===== src/rtl/encoder4x2_rr_if.sv =====
// encoder4x2_rr_if: request/grant bus between a request source and the round-robin encoder
interface encoder4x2_rr_if;
  logic [3:0] D;
  logic       E;
  logic       R;
  logic [1:0] A;
  logic       V;
  logic [3:0] P;
  logic       OVF;
  modport master (output D, E, R, input A, V, P, OVF);
  modport slave  (input D, E, R, output A, V, P, OVF);
endinterface


===== src/rtl/encoder4x2_rr.sv =====
// encoder4x2_rr: pending-mask 4-to-2 encoder with round-robin grant and valid/ready output
module encoder4x2_rr (
  input logic            clk,
  input logic            rst,
  encoder4x2_rr_if.slave bus
);
  typedef enum logic {IDLE, VALID} state_t;
  state_t     state_q, state_d;
  logic [1:0] a_q, a_d, ptr_q, ptr_d, sel, idx;
  logic [3:0] p_q, p_d, clr, set;
  logic       ovf_q, ovf_d, grant, found;
  always_comb begin
    sel = ptr_q;
    idx = ptr_q;
    found = 1'b0;
    for (int k = 1; k <= 4; k++) begin
      idx = ptr_q + 2'(k);
      if (!found && p_q[idx]) begin
        sel = idx;
        found = 1'b1;
      end
    end
    grant = |p_q && (state_q == IDLE || bus.R);
    clr = grant ? 4'b0001 << sel : 4'b0000;
    set = {4{bus.E}} & bus.D;
    // a set on the bit being granted re-arms it rather than merging
    p_d = (p_q & ~clr) | set;
    ovf_d = ovf_q | (|(set & p_q & ~clr));
    a_d = grant ? sel : a_q;
    ptr_d = grant ? sel : ptr_q;
    state_d = grant ? VALID : (bus.R ? IDLE : state_q);
  end
  always_ff @(posedge clk) begin
    if (rst) begin
      state_q <= IDLE;
      a_q <= 2'b00;
      ptr_q <= 2'b11;
      p_q <= 4'b0000;
      ovf_q <= 1'b0;
    end else begin
      state_q <= state_d;
      a_q <= a_d;
      ptr_q <= ptr_d;
      p_q <= p_d;
      ovf_q <= ovf_d;
    end
  end
  assign bus.A = a_q;
  assign bus.V = (state_q == VALID);
  assign bus.P = p_q;
  assign bus.OVF = ovf_q;
endmodule


===== src/flat_wrapper.sv =====
// flat-port wrapper written by rule: the top's interface ports become plain ports
module encoder4x2_rr_flat 
  (clk, rst, bus_D, bus_E, bus_R, bus_A, bus_V, bus_P, bus_OVF);
  encoder4x2_rr_if bus_i ();
  input logic clk;
  input logic rst;
  input wire logic [$bits(bus_i.D)-1:0] bus_D;
  input wire logic [$bits(bus_i.E)-1:0] bus_E;
  input wire logic [$bits(bus_i.R)-1:0] bus_R;
  output wire logic [$bits(bus_i.A)-1:0] bus_A;
  output wire logic [$bits(bus_i.V)-1:0] bus_V;
  output wire logic [$bits(bus_i.P)-1:0] bus_P;
  output wire logic [$bits(bus_i.OVF)-1:0] bus_OVF;
  assign bus_i.D = bus_D;
  assign bus_i.E = bus_E;
  assign bus_i.R = bus_R;
  assign bus_A = bus_i.A;
  assign bus_V = bus_i.V;
  assign bus_P = bus_i.P;
  assign bus_OVF = bus_i.OVF;
  encoder4x2_rr u_core (.clk(clk), .rst(rst), .bus(bus_i));
endmodule

===== config.mk =====
export PLATFORM = sky130hd
export DESIGN_NAME = encoder4x2_rr_flat
export DESIGN_NICKNAME = d
export VERILOG_FILES = /design/src/rtl/encoder4x2_rr_if.sv /design/src/rtl/encoder4x2_rr.sv /design/src/flat_wrapper.sv
export SDC_FILE = /design/constraint.sdc
export NUM_CORES = 1
export LEC_CHECK = 0
export ABC_AREA = 1
export BUFFER_PORTS_ARGS = -buffer_cell sky130_fd_sc_hd__buf_4
export CORE_MARGIN = 4
export CORE_UTILIZATION = 51
export DETAILED_ROUTE_END_ITERATION = 6
export PLACE_DENSITY = 0.77
export SYNTH_ARGS = -nofsm -noshare
export SYNTH_HDL_FRONTEND = slang
export SYNTH_SLANG_ARGS = --single-unit

===== constraint.sdc =====
create_clock -name clk -period 1.8 [get_ports clk]
set_input_delay 0.27 -clock clk [delete_from_list [all_inputs] [get_ports clk]]
set_output_delay 0.27 -clock clk [all_outputs]
set_load 0.02 [all_outputs]

# After elaboration in Yosys (flattened, before gate mapping)

Index checks and enable logic that the tools add are counted.

Output and inout port bits: 8
Register bits: 10
Logic and storage cells: 50

Add/sub/neg operators: 3
Magnitude comparators: 4
Shift-type cells: 1
Reductions and logical operators: 11
Bitwise operators: 8
Multiplexer cells: 18

Operator list:

| operator            | number |
|---|---|
| $and 4x4->4         | 4 |
| $lt 2x3->1 const B  | 4 |
| $mux 1              | 9 |
| $bmux 1 s2          | 4 |
| $mux 2              | 4 |
| $reduce_or 4->1     | 2 |
| $add 2x2->2 const B | 2 |
| $logic_and 1x1->1   | 4 |
| $mux 4              | 1 |
| $not 4->4           | 1 |
| $or 4x4->4          | 1 |
| $shl 1x2->4 const A | 1 |
| $logic_not 1->1     | 3 |
| $add 2x1->2 const B | 1 |
| $reduce_bool 2->1   | 1 |
| $logic_or 1x1->1    | 1 |
| $not 1->1           | 1 |
| $or 1x1->1          | 1 |

# Longest topological paths before layout

Gate-level depths: netlist of the first run.

Depth after elaboration: 19
Mapped depth: 16
Mapped depth without buffers: 15

# Worst setup path after synthesis of the first run

No wires, ideal clock.

Path type: flip-flop to flip-flop
Start point: reg u_core.p_q[0], in the netlist u_core.bus.P[0]
End point: reg u_core.ovf_q, in the netlist u_core.bus.OVF
Arrival: 1.459 ns
Cell stages (with the launch flop): 14
Clock period less this slack: 1.575 ns
Required time: 1.684 ns
Path buffers: 0
Library setup time: 0.116 ns
Slack: 0.225 ns
Cells stage by stage: dfxtp_1 > nand2_1 > nand2_4 > nand2_4 > nand2_4 > nand2_1 > nand2_2 > nand2_2 > a21oi_2 > nand2_1 > nand2_1 > nand3_1 > nor2_1 > nor2_1

Cells in the longest elaborated chain, start to end: 18
Elaborated cells between the ends (all ways): 30
Classes of those cells: 1 x shift; 16 x mux; 4 x bitwise; 9 x reduce/logical

RTL lines:

| item                         | RTL line            | text |
|---|---|---|
| start, declared              | encoder4x2_rr.sv:10 | `logic [3:0] p_q, p_d, clr, set;` |
| start signal, assigned       | encoder4x2_rr.sv:44 | `p_q <= p_d;` |
| $bmux 1 s2                   | encoder4x2_rr.sv:18 | `if (!found && p_q[idx]) begin` |
| $mux 1 (implied by the code) | encoder4x2_rr.sv:18 |  |
| $mux 1                       | encoder4x2_rr.sv:18 |  |
| $logic_not 1->1              | encoder4x2_rr.sv:18 |  |
| $logic_and 1x1->1            | encoder4x2_rr.sv:18 |  |
| $mux 1                       | encoder4x2_rr.sv:18 |  |
| $logic_not 1->1              | encoder4x2_rr.sv:18 |  |
| $logic_and 1x1->1            | encoder4x2_rr.sv:18 |  |
| [... 2 more ...]             | n/a                 |  |
| $logic_and 1x1->1            | encoder4x2_rr.sv:18 |  |
| $mux 2                       | encoder4x2_rr.sv:18 |  |
| $shl 1x2->4                  | encoder4x2_rr.sv:24 | `clr = grant ? 4'b0001 << sel : 4'b0000;` |
| $mux 4                       | encoder4x2_rr.sv:24 |  |
| $not 4->4                    | encoder4x2_rr.sv:28 | `ovf_d = ovf_q \| (\|(set & p_q & ~clr));` |
| $and 4x4->4 (*)              | encoder4x2_rr.sv:28 |  |
| $reduce_or 4->1 (*)          | encoder4x2_rr.sv:28 |  |
| $or 1x1->1 (*)               | encoder4x2_rr.sv:28 |  |
| end signal, assigned         | encoder4x2_rr.sv:45 | `ovf_q <= ovf_d;` |
| end, declared                | encoder4x2_rr.sv:11 | `logic ovf_q, ovf_d, grant, found;` |

Every way passes the cells marked *; elsewhere a longest branch is shown, timed or not. The select of a mux whose other input is x is not followed.
A chain may end at the register's enable or synchronous reset.

# Final worst setup path of the first run

Start point: reg u_core.ptr_q[1]
End point: reg u_core.ovf_q, in the netlist u_core.bus.OVF

Cells in the longest elaborated chain, start to end: 19
Elaborated cells between the ends (all ways): 30
Classes of those cells: 3 x add/sub; 1 x shift; 16 x mux; 3 x bitwise; 7 x reduce/logical

RTL lines:

| item                         | RTL line            | text |
|---|---|---|
| start, declared              | encoder4x2_rr.sv:9  | `logic [1:0] a_q, a_d, ptr_q, ptr_d, sel, idx;` |
| start signal, assigned       | encoder4x2_rr.sv:43 | `ptr_q <= ptr_d;` |
| $add 2x1->2                  | encoder4x2_rr.sv:17 | `idx = ptr_q + 2'(k);` |
| $bmux 1 s2                   | encoder4x2_rr.sv:18 |  |
| $mux 1 (implied by the code) | encoder4x2_rr.sv:18 |  |
| $mux 1                       | encoder4x2_rr.sv:18 |  |
| $logic_not 1->1              | encoder4x2_rr.sv:18 |  |
| $logic_and 1x1->1            | encoder4x2_rr.sv:18 |  |
| $mux 1                       | encoder4x2_rr.sv:18 |  |
| $logic_not 1->1              | encoder4x2_rr.sv:18 |  |
| [... 3 more ...]             | n/a                 |  |
| $logic_and 1x1->1            | encoder4x2_rr.sv:18 |  |
| $mux 2 (*)                   | encoder4x2_rr.sv:18 |  |
| $shl 1x2->4 (*)              | encoder4x2_rr.sv:24 |  |
| $mux 4 (*)                   | encoder4x2_rr.sv:24 |  |
| $not 4->4 (*)                | encoder4x2_rr.sv:28 |  |
| $and 4x4->4 (*)              | encoder4x2_rr.sv:28 |  |
| $reduce_or 4->1 (*)          | encoder4x2_rr.sv:28 |  |
| $or 1x1->1 (*)               | encoder4x2_rr.sv:28 |  |

Marks and branches as above.

==> flow_summary.yaml, run 1 <==
clock_tree:
  h-tree-depth: 1
  worstSkewPairLatency_ns: 0.27
  clock_sinks: 10
  clock_pin_slew_reported_for_the_worst_setup_and_hold_paths_after_clock_tree_synthesis_ns: 0.07
  ctsRootBufferMaster: "sky130_fd_sc_hd__clkbuf_4"
  cts_tree: "yes"
  cts.path.max_buffers: 2
  cts_buffers: 3
  post_cts_hold_buffers: 0
synthesis:
  mappedNetlistNets: 120
  yosysWarnings: 0
  synth.area.top_cells: "sky130_fd_sc_hd__dfxtp_1, sky130_fd_sc_hd__nand2_1, sky130_fd_sc_hd__nand2_4"
  mappedNetlistArea_um2: 718.2
  synth-seq-area-share: 0.2787
  synthesis.area_per_instance_um2: 6.412
  ys_seq_elements: 10
  synth.largest_area_cell: "sky130_fd_sc_hd__dfxtp_1"
  synthDistinctLibCells: 22
  netlist.area_leader.share: 0.2787
  syn_inst: 112
route:
  routed_wirelength_mm: 1.588
  vias_per_cell: 5.090
  wire_per_inst_um: 10.95
  drt_pre_antenna_iters: 4
  remaining_drc_errors: 0
  vias: 738
  drt_iter0_markers: 10
  final_antenna_net_count: 0
global_route:
  grt-ovfl-total: 0
  grt_pass1_wl_mm: 2.691
  maximum_number_of_pins_on_one_net_before_global_route_repair: 10
  antenna_found_initial: 0
  grtUsageTotal: 0.1746
  via_count_of_the_first_global_routing_pass: 682
die:
  area_enclosed_by_the_die_boundary_um2: 2073
  rows: 13
  die_h_um: 45.53
  starting_density: 0.5451
  core-area_um2: 1318
  top_level_ports: 16
  die_x_um: 45.53
setup_path:
  critPathArrivalTime_ns: 1.81
  cpPeakStageDelay_ns: 0.41
  crit_path_cell_trace: "inv_4 > nand2_2 > nand2_4 > nand2_4 > nand2_4 > inv_2 > nand3_2 > nand2_2 > nand2_2 > nor2_4 > nand2_1 > nand2_1 > nand3_1 > nor2_1 > nor2_1"
  worst_ep_required_time_ns: 1.96
  critical_path_class: "register to register"
  worst_path_max_delay_cell: "sky130_fd_sc_hd__dfxtp_2"
  crit_fanout: 6
  endpoint_kind: "register"
  start_kind: "register"
  cp-startpoint: "u_core.ptr_q[1]"
  r2r_start: "u_core.ptr_q[1]"
placement:
  post_dp_cell_area_um2: 833.3
  gp_routability_congestion: 0.8477
  worst_setup_slack_post_dpl_ns: -0.08719
  numPortBuffers: 15
  hpwlAfterDp_mm: 1.188
timing:
  worstMarginPinSlew_ns: 0.5041
  rsz0062_at_grt: "no"
  fin_crit_ns: 1.648
  finalClockSkew_ns: 0.002928
  slew_headroom: 0.6617
  fin_ws_ns: 0.1516
  final.period_utilization: 0.9158
  max_freq_ghz: 0.6067
  hold_viol_final: 0
  number_of_max_slew_violations_in_the_final_report: 0
  setup_viol_count_final: 0
power:
  cellLeakagePower_uw: 0.0004602
  power_density_nw_per_um2: 1245
  irDropWorstVdd_mv: 0.6408
final_layout:
  final_core_utilization: 0.6847
  drive_above_1_share: 0.3692
  final_nets: 139
  relative_area_change_from_synthesis_to_final_layout_pct: 25.61
  final_cell_mix: "sky130_fd_sc_hd__nand2_1, sky130_fd_sc_hd__buf_4, sky130_fd_sc_hd__nand2_2, sky130_fd_sc_hd__inv_1"
  layout_commonest_cell: "sky130_fd_sc_hd__nand2_1"
  post_route_design_area_um2: 902.1
  antenna_diodes: 0
run_status:
  outcome: "completed"
min_path:
  worstHoldPathType: "input port to register"
  hold_path.startpoint: "rst"
flow_run:
  max-cap-violations: 0
==> kinds of logic (layout without fill, tap and decap cells) <==
group	count (synthesis)	after routing	synth area share
AO/OA/AOI/OAI	12	12	0.09755
buffers and inverters	16	34	0.1063
flip-flops	10	10	0.2787
AND/OR/NAND/NOR	74	74	0.5174
==> routing by layer <==
layer,up-vias,routed length (µm),track usage
li1,390,-,-
met1,331,748,0.2315
met2,12,767,0.2563
met3,5,40,0.03162
met4,0,31,0.1111
met5,-,0,0
==> layout make-up <==
class	instances	area, µm²
Multi-Input combinational cell	86	454.2
Fill cell	118	415.4
Sequential cell	10	206.4
Timing Repair Buffer	16	123.9
Inverter	14	62.56
Clock buffer	4	36.28
Tap cell	15	18.77
==> sequential cells by signal, summed over array words and instances, names as in the netlist <==
signal          count
u_core.bus.P        4
u_core.bus.OVF      1
u_core.bus.A        2
u_core.bus.V        1
u_core.ptr_q        2
==> cells in the mapped netlist (all sizes together) <==
| library cell | n |
|---|---|
| buf | 1 |
| a211o | 1 |
| o21ai | 4 |
| inv | 14 |
| dfxtp | 10 |
| a21oi | 6 |
| o211ai | 1 |
| clkbuf | 1 |
| nor2 | 9 |
| or2 | 1 |
| nand3 | 9 |
| nand2 | 54 |
| nand4 | 1 |
==> worst max-delay path, delay by kind of cell (launching register included) <==
kind	cells	cell delay, ns
flops	1	0.41
buf+inv	2	0.13
simple gates	13	0.98
==> power breakdown <==
group          leakage [µW]  switching (µW)  internal (µW)
Combinational      0.000356             370            226
Clock             0.0000210            81.7            123
Sequential        0.0000831            54.0            269
Total              0.000460             506            617
==> timing repair <==
item / in CTS / in global routing
buffers inserted: 0 / 1
resized for setup: 1 / 12
endpoints found under the hold margin: 0 / 0
pin swaps: 0 / 6
endpoints found under the setup margin: 1 / 1
==> worst paths after layout <==
kind                            slack (ns)         endpoint  cells after the start
worst max register to register        0.15   u_core.bus.OVF                     15
worst min-delay path                  0.22  u_core.bus.P[2]                      2
worst min register to register        0.47  u_core.bus.A[1]                      2
worst max-delay path                  0.15   u_core.bus.OVF                     15
==> per-stage QoR <==
stage          hold slack (ns)  setup TNS (ns)  power, µW  instances
2_1_floorplan           0.4335               0      759.9        112
4_1_cts                 0.2220               0       1084        144
6_report                0.2227               0       1123        145
3_5_place_dp            0.4584        -0.08719      874.4        140
3_3_place_gp            0.4537        -0.03792      863.2        140
5_1_grt                 0.2177               0       1222        145
(Power assumes the default switching activity.)
==> run 2: changes to the inputs <==
--- a/config.mk
+++ b/config.mk
@@ -10,7 +10,8 @@
 export CORE_MARGIN = 4
 export CORE_UTILIZATION = 51
 export DETAILED_ROUTE_END_ITERATION = 6
-export PLACE_DENSITY = 0.77
+export PLACE_DENSITY = 0.8
+export RECOVER_POWER = 25
 export SYNTH_ARGS = -nofsm -noshare
 export SYNTH_HDL_FRONTEND = slang
 export SYNTH_SLANG_ARGS = --single-unit
==> flow_summary.yaml, run 2 (synthesis results as in run 1) <==
setup_path:
  start_kind: "register"
  critical_path_class: "register to register"
  critPathArrivalTime_ns: 1.77
  crit_fanout: 5
  worst_ep_required_time_ns: 1.96
  endpoint_kind: "register"
die:
  die_h_um: 45.53
  top_level_ports: 16
  starting_density: 0.5451
  die_x_um: 45.53
  core-area_um2: 1318
  area_enclosed_by_the_die_boundary_um2: 2073
  rows: 13
timing:
  max_freq_ghz: 0.6192
  number_of_max_slew_violations_in_the_final_report: 0
  rsz0062_at_grt: "no"
  worstMarginPinSlew_ns: 0.5656
  hold_viol_final: 0
  slew_headroom: 0.6204
  fin_crit_ns: 1.615
  setup_viol_count_final: 0
  finalClockSkew_ns: 0.003186
  final.period_utilization: 0.8972
power:
  seq_power_share: 0.285
  power_frac_comb: 0.537
  internal_uw: 631.1
  cellLeakagePower_uw: 0.0004665
  p_sw_frac: 0.4478
  irDropWorstVdd_mv: 0.6877
  power.net_switching_uw: 511.9
  power_density_nw_per_um2: 1243
  pwr-share-clk: 0.178
clock_tree:
  cts_buffers: 3
  clock_pin_slew_reported_for_the_worst_setup_and_hold_paths_after_clock_tree_synthesis_ns: 0.07
  post_cts_hold_buffers: 0
  ctsRootBufferMaster: "sky130_fd_sc_hd__clkbuf_4"
  worstSkewPairLatency_ns: 0.26
  cts.path.max_buffers: 2
  h-tree-depth: 1
  cts_tree: "yes"
  clock_sinks: 10
final_layout:
  layout.filler_cells: 109
  largest_reg_flops: 4
  final_cell_mix: "sky130_fd_sc_hd__nand2_1, sky130_fd_sc_hd__buf_4, sky130_fd_sc_hd__inv_1, sky130_fd_sc_hd__nand2_2"
  drive_above_1_share: 0.3507
  final_nets: 143
  antenna_diodes: 0
  layout_commonest_cell: "sky130_fd_sc_hd__nand2_1"
  final_core_utilization: 0.6980
  relative_area_change_from_synthesis_to_final_layout_pct: 28.05
  post_route_non_filler_standard_cell_count: 149
placement:
  placedCellCount: 145
  gp_routability_congestion: 0.9062
  hpwlAfterDp_mm: 1.264
  numPortBuffers: 15
run_status:
  outcome: "completed"
route:
  remaining_drc_errors: 0
  final_antenna_net_count: 0
  drt_pre_antenna_iters: 4
  routed_wirelength_mm: 1.602
  vias_per_cell: 5.161
  vias: 769
  wire_per_inst_um: 10.75
  drt_iter0_markers: 10
global_route:
  maximum_number_of_pins_on_one_net_before_global_route_repair: 10
  grt_pass1_wl_mm: 2.677
  via_count_of_the_first_global_routing_pass: 685
  grtUsageTotal: 0.1738
  antenna_found_initial: 0
  grt-ovfl-total: 0
flow_run:
  max-cap-violations: 0
min_path:
  worstHoldPathType: "input port to register"
## run 2: cell types whose count changed in the layout (fill, tap and decap cells not counted)
cell,change
sky130_fd_sc_hd__buf_4,+2
sky130_fd_sc_hd__clkbuf_1,+3
sky130_fd_sc_hd__nand2_2,-2
sky130_fd_sc_hd__buf_6,-1
sky130_fd_sc_hd__a21oi_4,+1
sky130_fd_sc_hd__nand2_1,+2
sky130_fd_sc_hd__a21oi_2,-1
## run 2: metal layers
layer | track usage | share of wire | vias up
met5 | 0 | 0 | -
met4 | 0.09942 | 0.040 | 0
met3 | 0.01186 | 0.031 | 11
met2 | 0.3120 | 0.52 | 20
met1 | 0.1981 | 0.40 | 345
li1 | - | - | 393
## run 2: cell type report
cell class                 count  area (µm²)  share of cell area
inverter                      14       62.56             0.06803
clock buffer                   4       36.28             0.03946
multi-input combinational     86       456.7              0.4966
sequential                    10       206.4              0.2245
tap                           15       18.77             0.02041
timing repair buffer          20       138.9              0.1510
## run 2: timing repair
item,4_1_cts,5_1_grt
pin swaps,0,1
resized for setup,1,8
setup endpoints to repair,1,2
buffers inserted,0,0
## run 2: worst max-delay path, cell delays in order, from the launching register on
cell,delay (ns)
sky130_fd_sc_hd__dfxtp_1,0.42
sky130_fd_sc_hd__nand2_1,0.13
sky130_fd_sc_hd__nand2_4,0.09
sky130_fd_sc_hd__nand2_4,0.06
sky130_fd_sc_hd__nand2_4,0.09
sky130_fd_sc_hd__nand2_1,0.06
sky130_fd_sc_hd__nand2_2,0.06
sky130_fd_sc_hd__nand2_2,0.08
sky130_fd_sc_hd__a21oi_4,0.17
sky130_fd_sc_hd__nand2_1,0.10
sky130_fd_sc_hd__nand2_1,0.06
sky130_fd_sc_hd__nand3_1,0.06
sky130_fd_sc_hd__nor2_1,0.08
sky130_fd_sc_hd__nor2_1,0.04
## run 2: power by group through the flow
stage	Sequential (µW)	Combinational (µW)	Clock, µW
floorplan	333	427	0
global placement	319	589	0
detailed placement	321	597	0
CTS	318	601	205
global route	332	680	216
finish	325	614	204
## run 2: worst paths after layout
check,from,end,slack [ns],cells past startpoint
worst max register to register,u_core.bus.P[0],u_core.bus.OVF,0.18,13
worst min-delay path,rst,u_core.bus.P[2],0.23,2
worst max-delay path,u_core.bus.P[0],u_core.bus.OVF,0.18,13
worst min register to register,u_core.bus.A[1],u_core.bus.A[1],0.48,2
## run 2: stage by stage
step	area [µm²]	total power [µW]	hold slack, ns	setup TNS, ns	setup slack, ns
finish	919.6	1143	0.2327	0	0.1850
global placement	870.8	907.6	0.4575	0	0.008532
CTS	908.4	1124	0.2329	0	0.09669
floorplan	718.2	759.9	0.4335	0	0.2247
global route	919.6	1228	0.2360	0	0.02088
detailed placement	870.8	918.3	0.4800	-0.009214	-0.009214
